===== config.mk =====
export PLATFORM = sky130hd
export DESIGN_NAME = sfft_frame_scheduler
export DESIGN_NICKNAME = d
export VERILOG_FILES = /design/src/rtl/sfft_pkg.sv /design/src/rtl/sfft_bin_skid.sv /design/src/rtl/sfft_frame_scheduler.sv
export SDC_FILE = /design/constraint.sdc
export NUM_CORES = 1
export LEC_CHECK = 0
export ABC_CLOCK_PERIOD_IN_PS = 2450
export CAP_MARGIN = 20
export CORE_MARGIN = 3
export CORE_UTILIZATION = 50
export DETAILED_ROUTE_END_ITERATION = 12
export PLACE_DENSITY = 0.87
export RECOVER_POWER = 100
export SYNTH_ARGS = -nofsm -noshare
export SYNTH_HDL_FRONTEND = slang
export SYNTH_SLANG_ARGS = --single-unit

===== constraint.sdc =====
create_clock -name clk -period 2.45 [get_ports clk]
set_input_delay 0.3675 -clock clk [delete_from_list [all_inputs] [get_ports clk]]
set_output_delay 0.3675 -clock clk [all_outputs]
set_load 0.01 [all_outputs]

===== src/rtl/sfft_pkg.sv =====
// Shared types for the SFFT frame scheduler.
// Widths, bin count and scheduler state encoding.
package sfft_pkg;

   localparam int SFFT_INPUT_WIDTH   = 16;
   localparam int SFFT_OUTPUT_WIDTH  = 16;
   localparam int FREQS              = 16;
   localparam int NFFT               = 4;
   localparam int TIME_COUNTER_WIDTH = 16;

   typedef logic [SFFT_INPUT_WIDTH-1:0]   sample_t;
   typedef logic [SFFT_OUTPUT_WIDTH-1:0]  ampl_t;
   typedef logic [NFFT-1:0]               bin_t;
   typedef logic [TIME_COUNTER_WIDTH-1:0] frame_cnt_t;

   typedef enum logic [2:0] {
      IDLE,
      ADVANCE,
      SETTLE,
      READ,
      EMIT
   } sched_state_t;

endpackage


===== src/rtl/sfft_bin_skid.sv =====
// Bin output register: holds data/index/last stable
// while valid is high until the consumer takes it.
module sfft_bin_skid
   import sfft_pkg::*;
(
   input  logic  clk,
   input  logic  reset,
   input  logic  i_load,
   input  logic  i_flush,
   input  ampl_t i_data,
   input  bin_t  i_index,
   input  logic  i_last,
   input  logic  i_ready,
   output logic  o_valid,
   output ampl_t o_data,
   output bin_t  o_index,
   output logic  o_last
);

   logic  r_valid;
   ampl_t r_data;
   bin_t  r_index;
   logic  r_last;

   // Load a bin, drop it on accept or abort.
   always_ff @(posedge clk or negedge reset) begin
      if (!reset) begin
         r_valid <= 1'b0;
         r_data  <= '0;
         r_index <= '0;
         r_last  <= 1'b0;
      end else if (i_flush) begin
         r_valid <= 1'b0;
      end else if (i_load) begin
         r_valid <= 1'b1;
         r_data  <= i_data;
         r_index <= i_index;
         r_last  <= i_last;
      end else if (r_valid && i_ready) begin
         r_valid <= 1'b0;
      end
   end

   assign o_valid = r_valid;
   assign o_data  = r_data;
   assign o_index = r_index;
   assign o_last  = r_last;

endmodule


===== src/rtl/sfft_frame_scheduler.sv =====
// Sequences codec samples into the SFFT pipeline and
// streams one frame of bins downstream every HOP samples.
module sfft_frame_scheduler
   import sfft_pkg::*;
#(
   parameter int unsigned SETTLE_CYCLES = 400,
   parameter int unsigned HOP           = 8,
   parameter int unsigned BINS          = FREQS,
   parameter int unsigned READ_LATENCY  = 1
) (
   input  logic       clk,
   input  logic       reset,
   input  sample_t    sample_in,
   input  logic       sample_valid,
   output logic       sample_dropped,
   output sample_t    sfft_sample,
   output logic       sfft_advance,
   input  logic       sfft_out_valid,
   output logic       sfft_out_read,
   input  logic       sfft_read_error,
   output bin_t       sfft_addr,
   input  ampl_t      sfft_data,
   output ampl_t      bin_data,
   output bin_t       bin_index,
   output logic       bin_valid,
   output logic       bin_last,
   input  logic       bin_ready,
   output logic       frame_error,
   output frame_cnt_t frame_count
);

   localparam logic [15:0] SETTLE_INIT = 16'(SETTLE_CYCLES - 1);
   localparam logic [7:0]  HOP_MAX     = 8'(HOP);
   localparam bin_t        LAST_BIN    = bin_t'(BINS - 1);
   localparam logic [1:0]  RD_LAST     = 2'(READ_LATENCY);

   sched_state_t r_state;
   sample_t      r_hold_data;
   logic         r_hold_full;
   logic         r_dropped;
   logic [7:0]   r_hop;
   logic [15:0]  r_settle;
   logic [1:0]   r_rd;
   bin_t         r_bin;
   logic         r_advance;
   logic         r_out_read;
   logic         r_frame_err;
   frame_cnt_t   r_frame_cnt;

   logic w_empty;
   logic w_err;
   logic w_capture;
   logic w_accept;

   assign w_empty   = (r_state == ADVANCE);
   assign w_err     = sfft_read_error &&
                      ((r_state == READ) || (r_state == EMIT));
   assign w_capture = (r_state == READ) && (r_rd == RD_LAST) && !w_err;
   assign w_accept  = bin_valid && bin_ready;

   // One-entry sample hold; a new sample survives a same-cycle empty.
   always_ff @(posedge clk or negedge reset) begin
      if (!reset) begin
         r_hold_data <= '0;
         r_hold_full <= 1'b0;
         r_dropped   <= 1'b0;
      end else begin
         r_dropped <= 1'b0;
         if (sample_valid && (!r_hold_full || w_empty)) begin
            r_hold_data <= sample_in;
            r_hold_full <= 1'b1;
         end else begin
            if (sample_valid) begin
               r_dropped <= 1'b1;
            end
            if (w_empty) begin
               r_hold_full <= 1'b0;
            end
         end
      end
   end

   // Scheduler FSM: advance, settle, then read/emit a frame on hop.
   always_ff @(posedge clk or negedge reset) begin
      if (!reset) begin
         r_state     <= IDLE;
         r_hop       <= '0;
         r_settle    <= '0;
         r_rd        <= '0;
         r_bin       <= '0;
         r_advance   <= 1'b0;
         r_out_read  <= 1'b0;
         r_frame_err <= 1'b0;
         r_frame_cnt <= '0;
      end else begin
         r_advance   <= 1'b0;
         r_frame_err <= 1'b0;
         unique case (r_state)
            IDLE: begin
               if (r_hold_full) begin
                  r_state   <= ADVANCE;
                  r_advance <= 1'b1;
               end
            end
            ADVANCE: begin
               if (r_hop != HOP_MAX) begin
                  r_hop <= r_hop + 8'd1;
               end
               r_settle <= SETTLE_INIT;
               r_state  <= SETTLE;
            end
            SETTLE: begin
               if (r_settle == 16'd0) begin
                  if ((r_hop == HOP_MAX) && sfft_out_valid) begin
                     r_hop      <= '0;
                     r_rd       <= '0;
                     r_out_read <= 1'b1;
                     r_state    <= READ;
                  end else begin
                     r_state <= IDLE;
                  end
               end else begin
                  r_settle <= r_settle - 16'd1;
               end
            end
            READ: begin
               if (w_err) begin
                  r_bin       <= '0;
                  r_out_read  <= 1'b0;
                  r_frame_err <= 1'b1;
                  r_state     <= IDLE;
               end else if (r_rd == RD_LAST) begin
                  r_state <= EMIT;
               end else begin
                  r_rd <= r_rd + 2'd1;
               end
            end
            EMIT: begin
               if (w_err) begin
                  r_bin       <= '0;
                  r_out_read  <= 1'b0;
                  r_frame_err <= 1'b1;
                  r_state     <= IDLE;
               end else if (w_accept) begin
                  if (r_bin == LAST_BIN) begin
                     r_bin       <= '0;
                     r_out_read  <= 1'b0;
                     r_frame_cnt <= r_frame_cnt + frame_cnt_t'(1);
                     r_state     <= IDLE;
                  end else begin
                     r_bin   <= r_bin + bin_t'(1);
                     r_rd    <= '0;
                     r_state <= READ;
                  end
               end
            end
            default: begin
               r_state <= IDLE;
            end
         endcase
      end
   end

   sfft_bin_skid u_skid (
      .clk     (clk),
      .reset   (reset),
      .i_load  (w_capture),
      .i_flush (w_err),
      .i_data  (sfft_data),
      .i_index (r_bin),
      .i_last  (r_bin == LAST_BIN),
      .i_ready (bin_ready),
      .o_valid (bin_valid),
      .o_data  (bin_data),
      .o_index (bin_index),
      .o_last  (bin_last)
   );

   assign sample_dropped = r_dropped;
   assign sfft_sample    = r_hold_data;
   assign sfft_advance   = r_advance;
   assign sfft_out_read  = r_out_read;
   assign sfft_addr      = r_bin;
   assign frame_error    = r_frame_err;
   assign frame_count    = r_frame_cnt;

endmodule


[After elaboration in Yosys (flattened, before gate mapping)]
Index checks and enable logic that the tools add are counted.
Operators by class
  order comparisons: 0
  shift-type cells: 0
  bitwise operators: 1
  add/sub/neg operators: 5
  $mul: 0
  div/mod/pow operators: 0
  mux-type cells: 46
  reductions and logical operators: 26
  equal/unequal tests: 22
Operators by type and width (count)
  case mux 16 bit (2 select lines): 1
  2-to-1 mux 8 bit: 3
  inequality test 2 bit (second input constant): 10
  2-to-1 mux 2 bit: 9
  2-to-1 mux 3 bit: 6
  2-to-1 mux 1 bit: 17
  adder 16 x 1 -> 16 bit (second input constant): 1
  zero test 16 bit: 1
  2-to-1 mux 16 bit: 1
  2-to-1 mux 4 bit: 4
  case mux 8 bit (2 select lines): 1
  subtractor 16 x 1 -> 16 bit (second input constant): 1
  case mux 3 bit (5 select lines): 1
  AND reduction 4 bit: 3
  adder 8 x 1 -> 8 bit (second input constant): 1
  equality test 8 x 4 -> 1 bit (second input constant): 1
  inequality test 8 x 4 -> 1 bit (second input constant): 1
  case mux 4 bit (2 select lines): 1
  AND reduction 8 bit: 1
  equality test 3 x 2 -> 1 bit (second input constant): 2
  logical AND 1 bit: 6
  inequality test 3 x 2 -> 1 bit (second input constant): 2
  case mux 2 bit (3 select lines): 1
  AND reduction 6 bit: 1
  other kinds (18): 24
Word-level totals
  bits in latches: 0
  flip-flop bits (word level): 92
  memories: 0
  output and inout bits: 62
  memory bits (writable): 0
  ROM bits: 0

[Logic depth before layout (Yosys ltp)]
  word-level depth: 7
  gate-level depth with buffers: 7
  gate-level depth less buffers: 7

[Modules after synthesis]
A second synthesis with hierarchy kept.
Unflattened totals
  cell total of the unflattened synthesis: 354
  area, all modules: 4277.9 µm²
By module, submodules not included
  sfft_frame_scheduler: area each 3357.0 µm², times used 1, cells each 305
  sfft_bin_skid: area each 920.9 µm², times used 1, cells each 49

[Worst setup path before layout]
Ideal clock, no wire load.
  kind: input port to flip-flop
  from: input sfft_read_error
  to: register r_frame_cnt[13], in the netlist frame_count[13]
  buffers on the path: 1
  data required time: 2.325 ns
  data arrival time: 1.978 ns
  setup slack: 0.347 ns
  cell stages on the path: 6
  cell sequence: buf_4 -> or4b_4 -> or3_4 -> and4bb_2 -> nand3_1 -> xnor2_1
Between the ends
  word-level cells in the longest chain between the ends: 3
Ends and longest elaborated chain
  start: declaration: line sfft_frame_scheduler.sv:20  | input logic sfft_read_error,
  logical AND 1 bit: line sfft_frame_scheduler.sv:56  | assign w_err = sfft_read_error &&
  inverter 1 bit (no line)
  AND reduction 4 bit (no line)
  end signal: assignment: line sfft_frame_scheduler.sv:148  | r_frame_cnt <= r_frame_cnt + frame_cnt_t'(1);
  end: declaration: line sfft_frame_scheduler.sv:48  | frame_cnt_t r_frame_cnt;
Every way passes these cells.
A chain may end at the register's enable or synchronous reset.

[Final worst setup path]
  from: input sfft_read_error
  to: register r_frame_cnt[10], in the netlist frame_count[10]
The elaborated chain is that of the path after synthesis.

==> run_results.csv <==
group,metric,value,unit
outcome,outcome,"completed",
power,seqPwrFrac,41.5,%
critical_path,r2r_start,"r_state[0]",
global_route,grt_usage,20.3,%
critical_path,crit_path_max_fanout,4,
power,p_per_area,983,nW/um^2
clock_network,cts_buffers,9,
logic_synthesis,yosys-top-cells-area,"dfrtp_1 55%, mux2_2 10%, xnor2_1 3.4%, a21oi_1 2.2%, nand3_1 1.9%",
logic_synthesis,synth_nets,397,
logic_synthesis,synth.most_common_cell,"dfrtp_1",
clock_network,h-tree-depth,3,
detailed_routing,routed_via_density,5.60,
logic_synthesis,ys_ff_latch,92,
sta,hold_slack,0.188,ns
floorplanning,dieArea,9470,sq um
logic_synthesis,syn_inst,353,
logic_synthesis,netlist.area_leader.share,55.2,%
placement,port_buffers,99,
cells_and_area,fill_cells,566,
global_route,antenna_found_initial,0,
sta,skew,0.0122,ns
floorplanning,fp.dieW,97.3,microns
power,p_int,3590,uW
clock_network,cts_resized,0,
cells_and_area,ff_latch_area,2300,sq um
floorplanning,start_util,52.6,%
detailed_routing,num_vias,3216,
floorplanning,fp.dieH,97.3,microns
cells_and_area,nets,512,
cells_and_area,n_antenna_cell,0,
sta,period_needed,2.29,ns
critical_path,arrival,2.58,ns
power,comb_power_share,37.6,%
critical_path,r2r_slack,0.18,ns
floorplanning,rows,32,
run,maxCapViolCount,0,
critical_path,crit_path_end_kind,"register",
global_route,overflow,0,
logic_synthesis,yosys.area.top_type,"dfrtp_1",
sta,slew_headroom,19.8,%
placement,hpwl,6870,microns
sta,slew_viol_final,0,
power,peakVddDrop,0.639,mV
detailed_routing,dr.pass1.iters,4,
sta,hold_viol_final,0,
clock_network,cts_setup_buffers,0,
critical_path,worst_setup_path_start_kind,"primary input",
logic_synthesis,async_flop_share,100,%
sta,post-route-period-util,93.4,%
detailed_routing,wl_per_cell,16.1,microns
cells_and_area,syn_to_final_growth,32.5,%
critical_path,worstRegToRegCells,5,
cells_and_area,multi_input_comb_area,1760,sq um
sta,max_freq,0.437,GHz
sta,rsz0062_at_grt,"no",
global_route,grt_pass1_wl,15800,microns
placement,dpl_cell_area,5370,sq um
clock_network,cts_tree,"done",
sta,worst_pin_slew,1.20,ns
detailed_routing,drt_iter0_drc,104,
logic_synthesis,ys_types,51,
sta,setup_viol,0,
logic_synthesis,synthTopCellsByCount,"92 x dfrtp_1, 38 x mux2_2, 20 x nand2_1",
cells_and_area,stdcell_area,5520,sq um
critical_path,crit_required,2.74,ns
power,p_leak,0.00250,uW
detailed_routing,drc_errors,0,
global_route,grt_max_degree,51,
power,clock_power_share,20.9,%
critical_path,worstSetupPathType,"in2reg",
floorplanning,core-area,7930,sq um
cells_and_area,drive_gt1_share,16.3,%
clock_network,cts_hold_buf,0,
power,power_switching,1840,uW
logic_synthesis,netlist_area,4170,sq um
clock_network,clock-root-buffer,"clkbuf_8",
detailed_routing,drt-total-wl,9230,microns
floorplanning,ioPinCount,100,
logic_synthesis,synth_edf_count,0,
logic_synthesis,syn_area_per_cell,11.8,sq um
power,p_sw_share,33.9,%
critical_path,r2r_end,"frame_count[10]",
clock_network,clkLatencyLatePin,0.36,ns
global_route,grt_pass1_vias,3281,
placement,gp_congestion,0.822,
logic_synthesis,synth_warnings,0,
clock_network,clk_pin_slew_worst_paths,0.10,ns
critical_path,crit_start,"sfft_read_error",
min_path,hold_path.class,"in2async",
logic_synthesis,yosysSeqAreaShare,55.2,%
detailed_routing,detail-route-antenna-nets,0,
logic_synthesis,synthFlopType,"dfrtp_1",
clock_network,cts_sinks,92,
clock_network,clk_path_buf_depth,2,
cell families (layout without fill, tap and decap cells):
logic type / Yosys count / in the layout / synth area share [%]
xor+xnor: 24 / 24 / 5.04
mux: 41 / 41 / 11.0
compound gates: 60 / 60 / 9.42
fa+ha+maj: 6 / 6 / 1.80
flops: 92 / 92 / 55.2
buf+inv: 20 / 139 / 2.04
simple gates: 110 / 110 / 15.5
cell usage in the layout, fill, tap and decap left out, drive strengths merged, types with 2 or more instances in the layout:
master	netlist	layout
nand3	16	16
a211oi	5	5
ha	6	6
a41oi	2	2
o22ai	4	4
nor4	6	6
bufinv	0	2
xnor2	16	16
dlygate4sd3	0	62
xor2	8	8
or3	4	4
and3	6	6
a31oi	9	9
nand2	20	20
a21o	2	2
inv	10	13
or4	4	4
clkdlybuf4s50	0	36
nand4	6	6
a21oi	19	19
clkbuf	4	18
nand3b	3	3
nor3	10	10
dfrtp	92	92
nor3b	6	6
nor2	19	19
o21a	3	3
nor4b	2	2
buf	6	7
o21ai	9	9
or3b	2	2
mux2i	3	3
mux2	38	38
worst max path at each step:
stage / end / cells past startpoint
5_1_grt: r_rd[0] / 6
2_1_floorplan: frame_count[13] / 6
4_1_cts: sfft_sample[7] / 5
3_3_place_gp: frame_count[13] / 6
6_report: frame_count[10] / 6
3_5_place_dp: frame_count[15] / 6
power by group through the flow:
stage          Sequential [uW]  Clock, uW  Combinational (uW)
2_1_floorplan             2390          0                1010
3_3_place_gp              2250          0                2110
3_5_place_dp              2290          0                2180
4_1_cts                   2270       1160                2200
5_1_grt                   2320       1230                2240
6_report                  2250       1130                2040
critical path: stages:
cell	delay (ns)
clkdlybuf4s50_1	0.43
or4b_1	0.49
or3_1	0.46
nor3_1	0.45
and3_1	0.24
xor2_1	0.14
state kept, by name, indices dropped and copies added, names as in the netlist, 2 cells and up:
name	flops
sfft_sample	16
sfft_addr	4
r_state	3
u_skid.o_data	16
r_hop	8
u_skid.o_index	4
frame_count	16
r_settle	16
r_rd	2
stage by stage:
step	util [%]	power (uW)	setup TNS [ns]	worst slack (ns)	std cells
after floorplan	-	3400	0	0.347	353
after global placement	67.7	4370	0	0.0180	559
after detailed placement	67.7	4470	-0.0226	-0.0127	559
after CTS	70.5	5620	0	0.200	574
after global routing	69.7	5780	0	0.0409	574
final	69.7	5430	0	0.163	574
final cells by class:
cell class	count	share of cell area, %
sequential	92	41.7
clock inverter	6	1.74
multi-input combinational	241	31.9
tap	102	2.31
inverter	10	0.680
timing repair buffer	114	19.5
clock buffer	9	2.24
per-layer routing:
metal | vias up | routed length, microns | share of wire [%] | track usage (%)
met5 | - | 0 | 0 | 0
met4 | 0 | 177 | 1.9 | 7.56
li1 | 1519 | - | - | -
met1 | 1588 | 3820 | 41 | 25.0
met3 | 16 | 519 | 5.6 | 5.81
met2 | 93 | 4720 | 51 | 34.1
(Power assumes the default switching activity.)
